**src/rtl/branch_target_buffer_pkg.sv**
```systemverilog
// Shared BTB definitions: default geometry, entry layout and PC-to-index/tag helpers.
package branch_target_buffer_pkg;

  localparam int BTB_INDEX_BITS = 6;
  localparam int BTB_TAG_BITS   = 24;

  typedef struct packed {
    logic                    valid;
    logic [BTB_TAG_BITS-1:0] tag;
    logic [31:0]             target;
    logic                    is_jump;
  } btb_entry_t;

  function automatic logic [31:0] btb_index(input logic [31:0] pc, input int index_bits);
    return (pc >> 2) & ((32'd1 << index_bits) - 32'd1);
  endfunction

  // Caller truncates to its tag width; bits above the tag field fall away there.
  function automatic logic [31:0] btb_tag(input logic [31:0] pc, input int index_bits);
    return pc >> (index_bits + 2);
  endfunction

endpackage

```
**src/rtl/branch_target_buffer_storage.sv**
```systemverilog
// Direct-mapped BTB entry array: one async read port, one sync write port.
// Valid bits clear asynchronously on reset; tag/target/is_jump are left untouched.
module branch_target_buffer_storage #(
  parameter int INDEX_BITS = 6,
  parameter int TAG_BITS   = 24
) (
  input  logic                  clk,
  input  logic                  rst,
  input  logic [INDEX_BITS-1:0] i_ridx,
  output logic                  o_valid,
  output logic [TAG_BITS-1:0]   o_tag,
  output logic [31:0]           o_target,
  output logic                  o_is_jump,
  input  logic                  i_we,
  input  logic [INDEX_BITS-1:0] i_widx,
  input  logic [TAG_BITS-1:0]   i_wtag,
  input  logic [31:0]           i_wtarget,
  input  logic                  i_wis_jump
);

  localparam int DEPTH = 1 << INDEX_BITS;

  logic [DEPTH-1:0]    r_valid;
  logic [TAG_BITS-1:0] r_tag     [DEPTH];
  logic [31:0]         r_target  [DEPTH];
  logic                r_is_jump [DEPTH];

  // An update landing on the reset-release edge is dropped by the reset branch.
  always_ff @(posedge clk or posedge rst) begin
    if (rst) begin
      r_valid <= '0;
    end else if (i_we) begin
      r_valid[i_widx] <= 1'b1;
    end
  end

  always_ff @(posedge clk) begin
    if (i_we) begin
      r_tag[i_widx]     <= i_wtag;
      r_target[i_widx]  <= i_wtarget;
      r_is_jump[i_widx] <= i_wis_jump;
    end
  end

  assign o_valid   = r_valid[i_ridx];
  assign o_tag     = r_tag[i_ridx];
  assign o_target  = r_target[i_ridx];
  assign o_is_jump = r_is_jump[i_ridx];

endmodule

```
**src/rtl/branch_target_buffer.sv**
```systemverilog
// Fetch-stage BTB: same-cycle next-PC prediction, registered decode copy one cycle later.
// Memory-stage updates are visible the cycle after the write edge; no read-during-write bypass.
module branch_target_buffer
  import branch_target_buffer_pkg::*;
#(
  parameter int INDEX_BITS = BTB_INDEX_BITS,
  parameter int TAG_BITS   = BTB_TAG_BITS
) (
  input  logic        clk,
  input  logic        rst,
  input  logic        stallD,
  input  logic        flushD,
  input  logic [31:0] pcF,
  input  logic        pred_takeF,
  output logic [31:0] pred_pcF,
  output logic        btb_hitF,
  output logic        pred_redirectD,
  output logic [31:0] pred_targetD,
  input  logic        branchM,
  input  logic        jumpM,
  input  logic [31:0] pcM,
  input  logic        actual_takeM,
  input  logic [31:0] actual_targetM
);

  logic [INDEX_BITS-1:0] w_idxF, w_idxM;
  logic [TAG_BITS-1:0]   w_tagF, w_tagM, w_rd_tag;
  logic                  w_rd_valid, w_rd_is_jump;
  logic [31:0]           w_rd_target;
  logic                  w_hit, w_redirect, w_we;
  logic                  r_redirectD;
  logic [31:0]           r_targetD;

  assign w_idxF = INDEX_BITS'(btb_index(pcF, INDEX_BITS));
  assign w_tagF = TAG_BITS'(btb_tag(pcF, INDEX_BITS));
  assign w_idxM = INDEX_BITS'(btb_index(pcM, INDEX_BITS));
  assign w_tagM = TAG_BITS'(btb_tag(pcM, INDEX_BITS));

  // Not-taken branches never touch the table; direction learning lives elsewhere.
  assign w_we = jumpM | (branchM & actual_takeM);

  branch_target_buffer_storage #(
    .INDEX_BITS(INDEX_BITS),
    .TAG_BITS  (TAG_BITS)
  ) u_storage (
    .clk       (clk),
    .rst       (rst),
    .i_ridx    (w_idxF),
    .o_valid   (w_rd_valid),
    .o_tag     (w_rd_tag),
    .o_target  (w_rd_target),
    .o_is_jump (w_rd_is_jump),
    .i_we      (w_we),
    .i_widx    (w_idxM),
    .i_wtag    (w_tagM),
    .i_wtarget (actual_targetM),
    .i_wis_jump(jumpM)
  );

  assign w_hit      = w_rd_valid & (w_rd_tag == w_tagF);
  assign w_redirect = w_hit & (w_rd_is_jump | pred_takeF);
  assign pred_pcF   = w_redirect ? w_rd_target : pcF + 32'd4;
  assign btb_hitF   = w_hit;

  always_ff @(posedge clk or posedge rst) begin
    if (rst) begin
      r_redirectD <= 1'b0;
      r_targetD   <= '0;
    end else if (flushD) begin
      r_redirectD <= 1'b0;
      r_targetD   <= '0;
    end else if (!stallD) begin
      r_redirectD <= w_redirect;
      r_targetD   <= w_redirect ? w_rd_target : 32'd0;
    end
  end

  assign pred_redirectD = r_redirectD;
  assign pred_targetD   = r_targetD;

endmodule

```
**config.mk**
```make
export PLATFORM = sky130hd
export DESIGN_NAME = branch_target_buffer
export DESIGN_NICKNAME = d
export VERILOG_FILES = /design/src/rtl/branch_target_buffer_pkg.sv /design/src/rtl/branch_target_buffer_storage.sv /design/src/rtl/branch_target_buffer.sv
export SDC_FILE = /design/constraint.sdc
export NUM_CORES = 2
export LEC_CHECK = 0
export ABC_AREA = 1
export CAP_MARGIN = 20
export CORE_ASPECT_RATIO = 0.9
export CORE_MARGIN = 2
export CORE_UTILIZATION = 27
export DETAILED_ROUTE_END_ITERATION = 10
export PLACE_DENSITY_LB_ADDON = 0.15
export SYNTH_ARGS = -nofsm -noshare
export SYNTH_HDL_FRONTEND = slang
export SYNTH_SLANG_ARGS = --single-unit
```
**constraint.sdc**
```tcl
create_clock -name clk -period 4.7 [get_ports clk]
set_input_delay 0.705 -clock clk [delete_from_list [all_inputs] [get_ports clk]]
set_output_delay 0.705 -clock clk [all_outputs]
set_load 0.02 [all_outputs]
```
==> qor.txt <==
Status - finished, final reports clean
Power Density - 401 nW/um^2
Leakage - 64.7 nW
Worst Max-Slew Pin Slew - 1150 ps
Die W - 794 microns
Comb power frac - 0.079
Final #Nets - 13382
Gr usage total - 0.205
Starting Density - 0.271
Area share of fa/ha/maj cells after synthesis - 0.0000825
Final Cell Area - 185000 sq um
Drt drc - 0
Post-route ant nets - 0
Part of the power in registers - 0.499
Worst IR drop on VDD - 0.303 mV
Share of the synthesized area in the top cell type - 0.723
Largest net degree at the start of global routing - 120
Vias per cell - 4.85
WHS - 52.5 ps
Top cell type by total area after synthesis - edfxtp_1
Minimum clock period - 4670 ps
CP endpoint kind - output pin
Total vias in the final route - 102539
Clk slew on worst S/H paths - 60 ps
Distinct cell type count after synthesis - 40
EDFF count, synth - 3648
Ratio of cells with drive above 1 in the final layout - 0.141
Area grow syn2layout - 22.1%
Most frequent cells after synthesis - edfxtp_1, nand2_1, nor2_1
Root Buffer - clkbuf_16
First-pass GRT wire length - 827000 microns
Chip Height - 715 microns
Max_cap viols - 0
Async S/R FF share, synth - 0.0259
Clock sinks - 3745
Startpoint class of the critical path - primary input
Num CTS Buffers - 419
Final wirelength - 604000 microns
Fin. max-slew vios - 0
Synthesis-stage register bit count - 3745
Post-synthesis mux area share - 0.0000660
Post-Synth Simple-Gate Area - 0.133
Routed len/inst - 28.6 microns
Clock power share - 0.422
Clk buf depth - 4
Pint - 56.2 mW
GR Overflow Total - 0
Setup violators final - 0
Syn nets - 12562
Peak Freq - 214 MHz
Largest cells by area after synthesis - edfxtp_1, nand2_1, o21ai_0
CP Data Arrival Time - 3970 ps
First DRT Iteration DRCs - 10471
Worst Path Required - 3990 ps
Final TNS setup - 0 ps
Most frequent cell after synthesis - edfxtp_1
HPWL after DPL - 340000 microns
P_sw - 18.1 mW
Post-synthesis cell area - 152000 sq um
Post-Syn Instances - 12457
Hold crit path type - primary input to flop
Vias in the first global route - 97377
Syn. warnings - 0
Largest family of logic cells by synthesized area - simple AND/OR/NAND/NOR gates
Buffers on Ports - 167
Post-synthesis compound-gate area fraction - 0.0860
Sw Share - 0.244
Final Total Pwr - 74.3 mW
Core ar. - 560000 sq um
Worst setup margin - 26.8 ps
Post-synth top flop - edfxtp_1
Sequential area share after synthesis - 0.739
Row cnt - 261
Avg Inst Size Synth - 12.2 sq um
Period utilization - 0.994
RSZ-0062 raised after global routing - true
CP Max Fanout - 26
Xor/xnor share of the synthesized area - 0.00162
Slew margin rel. - 0.236
WS Path Type - primary input to output pin
Clock Skew - 52.4 ps
Worst-skew pair later-pin latency - 1030 ps
Dpl ws - -684 ps
TritonCTS clock tree - built
DP Area - 170000 sq um
Htree depth - 5
Die area - 567000 sq um
Gpl congestion - 0.810
DRT Pass-1 Iters - 7
Top Ports - 170
Endpoints failing hold - 0
Initial antenna violation count - 64
==> cells in the final DEF (no fill, tap or decap), types with 67 or more instances in the layout <==
cell	count
a21oi_1	143
buf_12	315
buf_2	67
buf_4	646
clkbuf_1	119
clkbuf_16	431
clkdlybuf4s50_1	71
clkinv_1	106
clkinv_2	69
dfrtp_1	97
edfxtp_1	3648
inv_1	561
nand2_1	2133
nand3_1	766
nor2_1	1783
nor2_4	71
o211ai_1	113
o21ai_0	1435
o221ai_1	203
o22ai_1	326
==> worst max-delay path: stages <==
cell      delay, ps
buf_8           210
buf_4           270
buf_4           310
buf_6           350
buf_6           310
o21ai_0         140
o221ai_1        220
nand3_1         120
nand4_1          90
nand3_1         250
nand3_1         160
buf_4           210
nand3_4         170
nand2_4         120
buf_12          120
buf_12          100
==> cells by family (layout without fill, tap and decap cells) <==
logic type | count (synthesis) | in the layout
other | 0 | 14
buffers and inverters | 1394 | 2556
AOI/OAI and AO/OA | 2298 | 2298
adders and majority gates | 1 | 1
xor gates and xnor gates | 28 | 28
muxes | 1 | 1
DFF | 3745 | 3745
and+or+nand+nor | 4990 | 4991
==> layer usage <==
metal / GRT usage / wire (microns) / vias to the layer above
met2: 0.332 / 278000 / 3047
met1: 0.295 / 278000 / 52660
li1: - / - / 46128
met5: 0 / 97 / -
met4: 0.0446 / 14300 / 16
met3: 0.0265 / 33700 / 688
==> power by group through the flow <==
stage	sequential, mW	clock [mW]	combinational (mW)
after global placement	37.8	0	5.62
after global routing	37.1	33.3	6.31
after detailed placement	37.8	0	5.58
after CTS	37.1	32.1	5.81
after floorplan	37.8	0	2.43
final	37.1	31.4	5.87
==> registers in the layout, summed over array words and instances, names as in the netlist <==
name	count
u_storage.r_tag	1536
pred_redirectD	1
pred_targetD	32
u_storage.r_target	2048
u_storage.r_is_jump	64
u_storage.r_valid	64
==> metrics by stage <==
| step | util | cells |
|---|---|---|
| floorplan | - | 12457 |
| global placement | 0.303 | 20252 |
| detailed placement | 0.303 | 20252 |
| CTS | 0.329 | 21072 |
| global route | 0.330 | 21117 |
| finish | 0.330 | 21129 |
==> cell type report <==
type | instances | area (sq um)
sequential | 3745 | 112000
clock buffer | 547 | 11100
timing repair inverter | 1 | 16.3
antenna | 14 | 35.0
inverter | 587 | 2290
clock inverter | 217 | 1630
tap | 7495 | 9380
timing repair buffer | 1204 | 14200
fill | 56028 | 375000
multi-input combinational | 7319 | 34600
==> final timing paths <==
kind | start | to | slack [ps] | cells after the start
setup / recovery | pcF[3] | pred_pcF[21] | 30 | 16
hold / removal | actual_targetM[3] | u_storage.r_target[54][3]$_DFFE_PP_ | 50 | 1
setup reg to reg | u_storage.r_tag[0][0]$_DFFE_PP_ | pred_targetD[5]$_DFFE_PP0P_ | 1760 | 22
hold reg to reg | u_storage.r_valid[33]$_DFFE_PP0N_ | u_storage.r_valid[33]$_DFFE_PP0N_ | 460 | 2
max in group asynchronous | rst | pred_redirectD$_DFFE_PP0P_ | 3640 | 3
min in group asynchronous | rst | pred_targetD[1]$_DFFE_PP0P_ | 130 | 2
==> what timing repair did <==
| action | 4_1_cts | 5_1_grt |
|---|---|---|
| cloned | 18 | 7 |
| setup buffers | 42 | 2 |
| endpoints found under the hold margin | 26 | 59 |
| hold buffers | 3 | 13 |
| pin swaps | 41 | 12 |
| gates resized for setup | 248 | 66 |
| endpoints found under the setup margin | 33 | 33 |
No activity file was read; power rests on OpenSTA's default activity.
